<file path="src/rtl/mux_scan_pkg.sv">
// Shared types and sizes for the mux scan controller and its settle counter.
package mux_scan_pkg;

   typedef enum logic {
      IDLE = 1'b0,
      SCAN = 1'b1
   } state_t;

   localparam int NCH  = 8;
   localparam int SELW = 3;
   localparam int CNTW = 4;

endpackage

</file>
<file path="src/rtl/mux_scan_cnt.sv">
// Settle counter: counts cycles a mux select has been held, flags the sampling cycle.
module mux_scan_cnt
   import mux_scan_pkg::*;
#(
   parameter int SETTLE = 1
) (
   input  logic clk,
   input  logic rst,
   input  logic clr,
   input  logic inc,
   output logic tc
);

   logic [CNTW-1:0] cnt;

   // Clear has priority so the sampling edge can restart the count for the next channel.
   always_ff @(posedge clk or posedge rst) begin
      if (rst) begin
         cnt <= '0;
      end else if (clr) begin
         cnt <= '0;
      end else if (inc) begin
         cnt <= cnt + 1'b1;
      end
   end

   assign tc = (cnt == CNTW'(SETTLE - 1));

endmodule

</file>
<file path="src/rtl/mux_scan_ctrl.sv">
// Scans an external 8:1 mux channel by channel and captures one bit per channel.
// Define SCAN_PARITY_EN to add a registered parity output over the captured word.
module mux_scan_ctrl
   import mux_scan_pkg::*;
#(
   parameter int SETTLE = 1
) (
   input  logic            clk,
   input  logic            rst,
   input  logic            start,
   input  logic            y_in,
   output logic [SELW-1:0] sel,
   output logic            busy,
   output logic            done,
   output logic [NCH-1:0]  data
`ifdef SCAN_PARITY_EN
   ,
   output logic            parity
`endif
);

   state_t          state;
   state_t          state_nxt;
   logic [SELW-1:0] sel_nxt;
   logic [NCH-1:0]  cap;
   logic [NCH-1:0]  cap_nxt;
   logic [NCH-1:0]  data_nxt;
   logic            done_nxt;
   logic            cnt_clr;
   logic            cnt_inc;
   logic            cnt_tc;

   mux_scan_cnt #(
      .SETTLE(SETTLE)
   ) u_cnt (
      .clk(clk),
      .rst(rst),
      .clr(cnt_clr),
      .inc(cnt_inc),
      .tc (cnt_tc)
   );

   assign busy = (state == SCAN);

   // On the last channel, a start seen on the same edge restarts immediately so
   // back-to-back scans complete exactly 8*SETTLE cycles apart.
   always_comb begin
      state_nxt = state;
      sel_nxt   = sel;
      cap_nxt   = cap;
      data_nxt  = data;
      done_nxt  = 1'b0;
      cnt_clr   = 1'b0;
      cnt_inc   = 1'b0;
      case (state)
         IDLE: begin
            if (start) begin
               state_nxt = SCAN;
               sel_nxt   = '0;
               cnt_clr   = 1'b1;
            end
         end
         SCAN: begin
            if (cnt_tc) begin
               cnt_clr      = 1'b1;
               cap_nxt[sel] = y_in;
               if (sel != SELW'(NCH - 1)) begin
                  sel_nxt = sel + 1'b1;
               end else begin
                  data_nxt  = cap_nxt;
                  done_nxt  = 1'b1;
                  sel_nxt   = '0;
                  state_nxt = start ? SCAN : IDLE;
               end
            end else begin
               cnt_inc = 1'b1;
            end
         end
      endcase
   end

   always_ff @(posedge clk or posedge rst) begin
      if (rst) begin
         state <= IDLE;
         sel   <= '0;
         cap   <= '0;
         data  <= '0;
         done  <= 1'b0;
      end else begin
         state <= state_nxt;
         sel   <= sel_nxt;
         cap   <= cap_nxt;
         data  <= data_nxt;
         done  <= done_nxt;
      end
   end

`ifdef SCAN_PARITY_EN
   // Parity tracks the published word, so it only moves when data does.
   always_ff @(posedge clk or posedge rst) begin
      if (rst) begin
         parity <= 1'b0;
      end else if (done_nxt) begin
         parity <= ^data_nxt;
      end
   end
`endif

endmodule
</file>
<file path="config.mk">
export PLATFORM = sky130hd
export DESIGN_NAME = mux_scan_ctrl
export DESIGN_NICKNAME = d
export VERILOG_FILES = /design/src/rtl/mux_scan_pkg.sv /design/src/rtl/mux_scan_cnt.sv /design/src/rtl/mux_scan_ctrl.sv
export SDC_FILE = /design/constraint.sdc
export NUM_CORES = 1
export LEC_CHECK = 0
export CAP_MARGIN = 40
export CORE_MARGIN = 2
export CORE_UTILIZATION = 35
export CTS_BUF_LIST = sky130_fd_sc_hd__clkbuf_2 sky130_fd_sc_hd__clkbuf_4 sky130_fd_sc_hd__clkbuf_8
export CTS_CLUSTER_DIAMETER = 200
export DETAILED_ROUTE_END_ITERATION = 10
export SLEW_MARGIN = 20
export SYNTH_ARGS = -nofsm -noshare
export SYNTH_HDL_FRONTEND = slang
export SYNTH_SLANG_ARGS = --single-unit
</file>
<file path="constraint.sdc">
create_clock -name clk -period 1.65 [get_ports clk]
set_clock_uncertainty 0.05 [all_clocks]
set_input_delay 0.165 -clock clk [delete_from_list [all_inputs] [get_ports clk]]
set_output_delay 0.165 -clock clk [all_outputs]
set_load 0.01 [all_outputs]
</file>
==> key figures <==
Timing
  • RSZ-0062 raised after global routing: yes
  • Setup violations, final: 0
  • Final worst setup slack: 0.0598 ns
  • Achievable Freq: 0.629 GHz
  • Period utilisation layout: 96.4%
  • Worst Tran Pin Value: 0.304 ns
  • Final hold vios: 0
  • Final Max Slew Viols: 0
  • Total negative slack: 0 ns
  • Slew headroom: 79.1%
  • Post-layout min period: 1.59 ns

Critical path
  • Required @ worst endpoint: 1.82 ns
  • CP Data Arrival Time: 1.76 ns
  • Critical Path Source: sel[1]
  • Internal reg-to-reg setup slack: 0.06 ns
  • Crit Reg-Reg Endpoint: data[0]
  • Critical-path top delay cell: dfrtp_2
  • CP Capture Type: flop
  • Worst r2r path cells: 4
  • Worst r2r src: sel[1]
  • Top cell family by delay on the critical path: multiplexers
  • Buf/Inv on CP: 1
  • Most frequent CP cell: mux2_2
  • Kind of start point of the critical path: flop
  • Crit-path cells: buf_4 -> nor3_1 -> mux2_2 -> mux2_2
  • CP Capture Point: data[0]
  • Slowest cell delay on critical path: 0.43 ns
  • Stages on worst setup path: 4
  • Critical path class: flop to flop
  • Worst-path fanout max: 5

Power and ir drop
  • Leak: 0.710 nW
  • Pwr/cell area: 1680 nW/um2
  • Clock Power Share: 10.1%
  • VDD IR max: 0.699 mV
  • Switching share of total power: 37.0%
  • Combinational share of power: 53.5%
  • Final Power: 2.74 mW
  • Pint: 1.73 mW
  • Switching pwr: 1.01 mW
  • Sequential share of power: 36.4%

Floorplanning
  • Core Area: 3390 um2
  • Die Wd: 63.6 um
  • # IOs: 17
  • Die Y: 63.6 um
  • Starting Density: 36.7%
  • Full die area: 4050 um2
  • Rows: 21

Clock network
  • TritonCTS Buffers: 3
  • Worst skew pair latency: 0.32 ns
  • Sink Count: 25
  • CTS tree: built
  • Worst-path clk slew: 0.14 ns
  • CTS H-Tree Depth: 1
  • Root buf cell: clkbuf_4
  • Max Root-Sink Buffers: 2
  • Post-CTS Hold Fix Bufs: 0

Synthesis
  • Main synth FF type: dfrtp_1
  • Yosys top cell area share: 50.3%
  • Count leader, synth: dfrtp_1
  • #FFs+latches synth: 25
  • Cells after synthesis: 118
  • Sequential-to-total area share from yosys stat: 50.3%
  • Distinct cell type count of the synthesized netlist: 29
  • Most frequent cells after synthesis: 25 x dfrtp_1, 13 x a21oi_1, 9 x nand2_1, 7 x nor2_1
  • Synthesis Warnings: 0
  • Synth Cell Area: 1240 um2
  • Area leader, netlist: dfrtp_1
  • Fraction of registers with async set/reset: 100%
  • Synth area leaders: dfrtp_1 50%, a21oi_1 5.2%, mux2i_1 4.8%
  • Post-synth EDFFs: 0
  • Syn Nets: 126
  • Avg Inst Size Synth: 10.6 um2

Placed design
  • Routability cong.: 0.728
  • Port Buf Inserts: 16
  • Pre-CTS WS: 0.0694 ns
  • Placed cell count: 185
  • Cell Area, Placed: 1520 um2
  • Detail Placement HPWL: 1.91 mm

Detailed routing
  • Routed Wire Length: 2.66 mm
  • Via density: 4.97
  • 1st-pass router iterations: 4
  • Post-route DRC: 0
  • DRT iter0 DRCs: 62
  • Routed Antenna Nets: 0
  • WL/cell: 13.8 um
  • Vias after detailed routing: 959

Global route
  • Gr ovfl total: 0
  • Number of global-route vias before repair: 1018
  • Largest net degree at the start of global routing: 26
  • Global-route wire length before repair: 4.80 mm
  • Total GRT Usage: 15.2%
  • Antenna violations before repair: 0

Final layout
  • Fin area: 1630 um2
  • # fillers: 328
  • Nets: 156
  • Finished Layout Cells: 193
  • Fraction of layout cells with a size suffix above 1: 29.3%
  • Number of diodes: 0
  • Area growth from synthesis to layout: 31.0%

Run status
  • Status: complete, no violations

Min path
  • Hold crit path type: input pin to asynchronous set/reset pin

Job
  • Max-Cap Viols: 0
## tightest hold or removal path, stage by stage
cell and delay [ns]:
clkdlybuf4s50_1 0.39, inv_1 0.05, buf_4 0.30
## sequential cells by signal, summed over array words and instances (netlist names)
name,flops
busy,1
cap,8
done,1
sel,3
data,8
u_cnt.cnt,4
## routing by layer
layer | part of all wire, % | global-route usage, % | routed length (um)
met1 | 50 | 20.3 | 1320
met3 | 2.4 | 2.32 | 64
met5 | 0 | 0 | 0
met4 | 1.3 | 5.71 | 35
met2 | 47 | 24.6 | 1240
## how the worst min path moves through the flow
stage / start / endpoint / slack, ns / depth (start not counted)
2_1_floorplan: rst / busy / 0.14 / 1
3_3_place_gp: data[1] / data[1] / 0.44 / 1
3_5_place_dp: data[1] / data[1] / 0.45 / 1
4_1_cts: rst / u_cnt.cnt[2] / 0.13 / 3
5_1_grt: rst / done / 0.16 / 3
6_report: rst / done / 0.13 / 3
## per-stage QoR
| step | util, % | hold WS [ns] |
|---|---|---|
| floorplan | - | 0.142 |
| global placement | 45.0 | 0.436 |
| detailed placement | 45.0 | 0.447 |
| CTS | 46.4 | 0.133 |
| global route | 48.1 | 0.155 |
| finish | 48.1 | 0.128 |
## cell families (layout without fill, tap and decap cells)
logic type / Yosys count / after routing / synth area share, %
fa+ha+maj: 4 / 4 / 4.02
simple gates: 35 / 35 / 16.4
flops: 25 / 25 / 50.3
compound gates: 28 / 28 / 12.9
buf+inv: 14 / 43 / 5.93
mux: 12 / 12 / 10.6
## layout make-up
class	instances	area [um2]	area share, %
clock inverter	1	5.00	0.307
multi-input combinational	79	594	36.5
sequential	25	628	38.5
inverter	4	15.0	0.921
clock buffer	3	22.5	1.38
timing repair buffer	35	308	18.9
tap	46	57.6	3.53
## timing repair
| item | in CTS | in global routing |
|---|---|---|
| gates resized for setup | 4 | 12 |
| buffers inserted | 2 | 2 |
| gates cloned | 0 | 0 |
| endpoints found under the setup margin | 3 | 13 |
## cells in the final DEF, fill, tap and decap left out, types with 2 or more instances in the layout
cell	Yosys	final
a21oi_1	13	9
a21oi_2	0	4
a31oi_1	6	6
buf_4	5	18
clkbuf_4	0	3
clkdlybuf4s50_1	0	14
dfrtp_1	25	23
dfrtp_2	0	2
ha_1	4	2
ha_2	0	2
inv_1	4	2
inv_2	0	2
mux2_2	4	3
mux2_4	1	2
mux2i_1	6	6
nand2_1	9	9
nand2b_1	5	5
nand3_1	2	2
nand3b_1	3	3
nor2_1	7	7
nor3b_1	3	2
o21ai_0	4	4
o22ai_1	2	2
## power by group through the flow
| stage | Combinational [mW] | Clock, mW | Sequential (mW) |
|---|---|---|---|
| finish | 1.47 | 0.277 | 0.998 |
| global route | 1.63 | 0.327 | 1.03 |
| CTS | 1.37 | 0.289 | 0.988 |
| detailed placement | 1.29 | 0 | 1.04 |
| global placement | 1.25 | 0 | 1.02 |
| floorplan | 0.789 | 0 | 1.03 |
No activity file was read; power rests on OpenSTA's default activity.
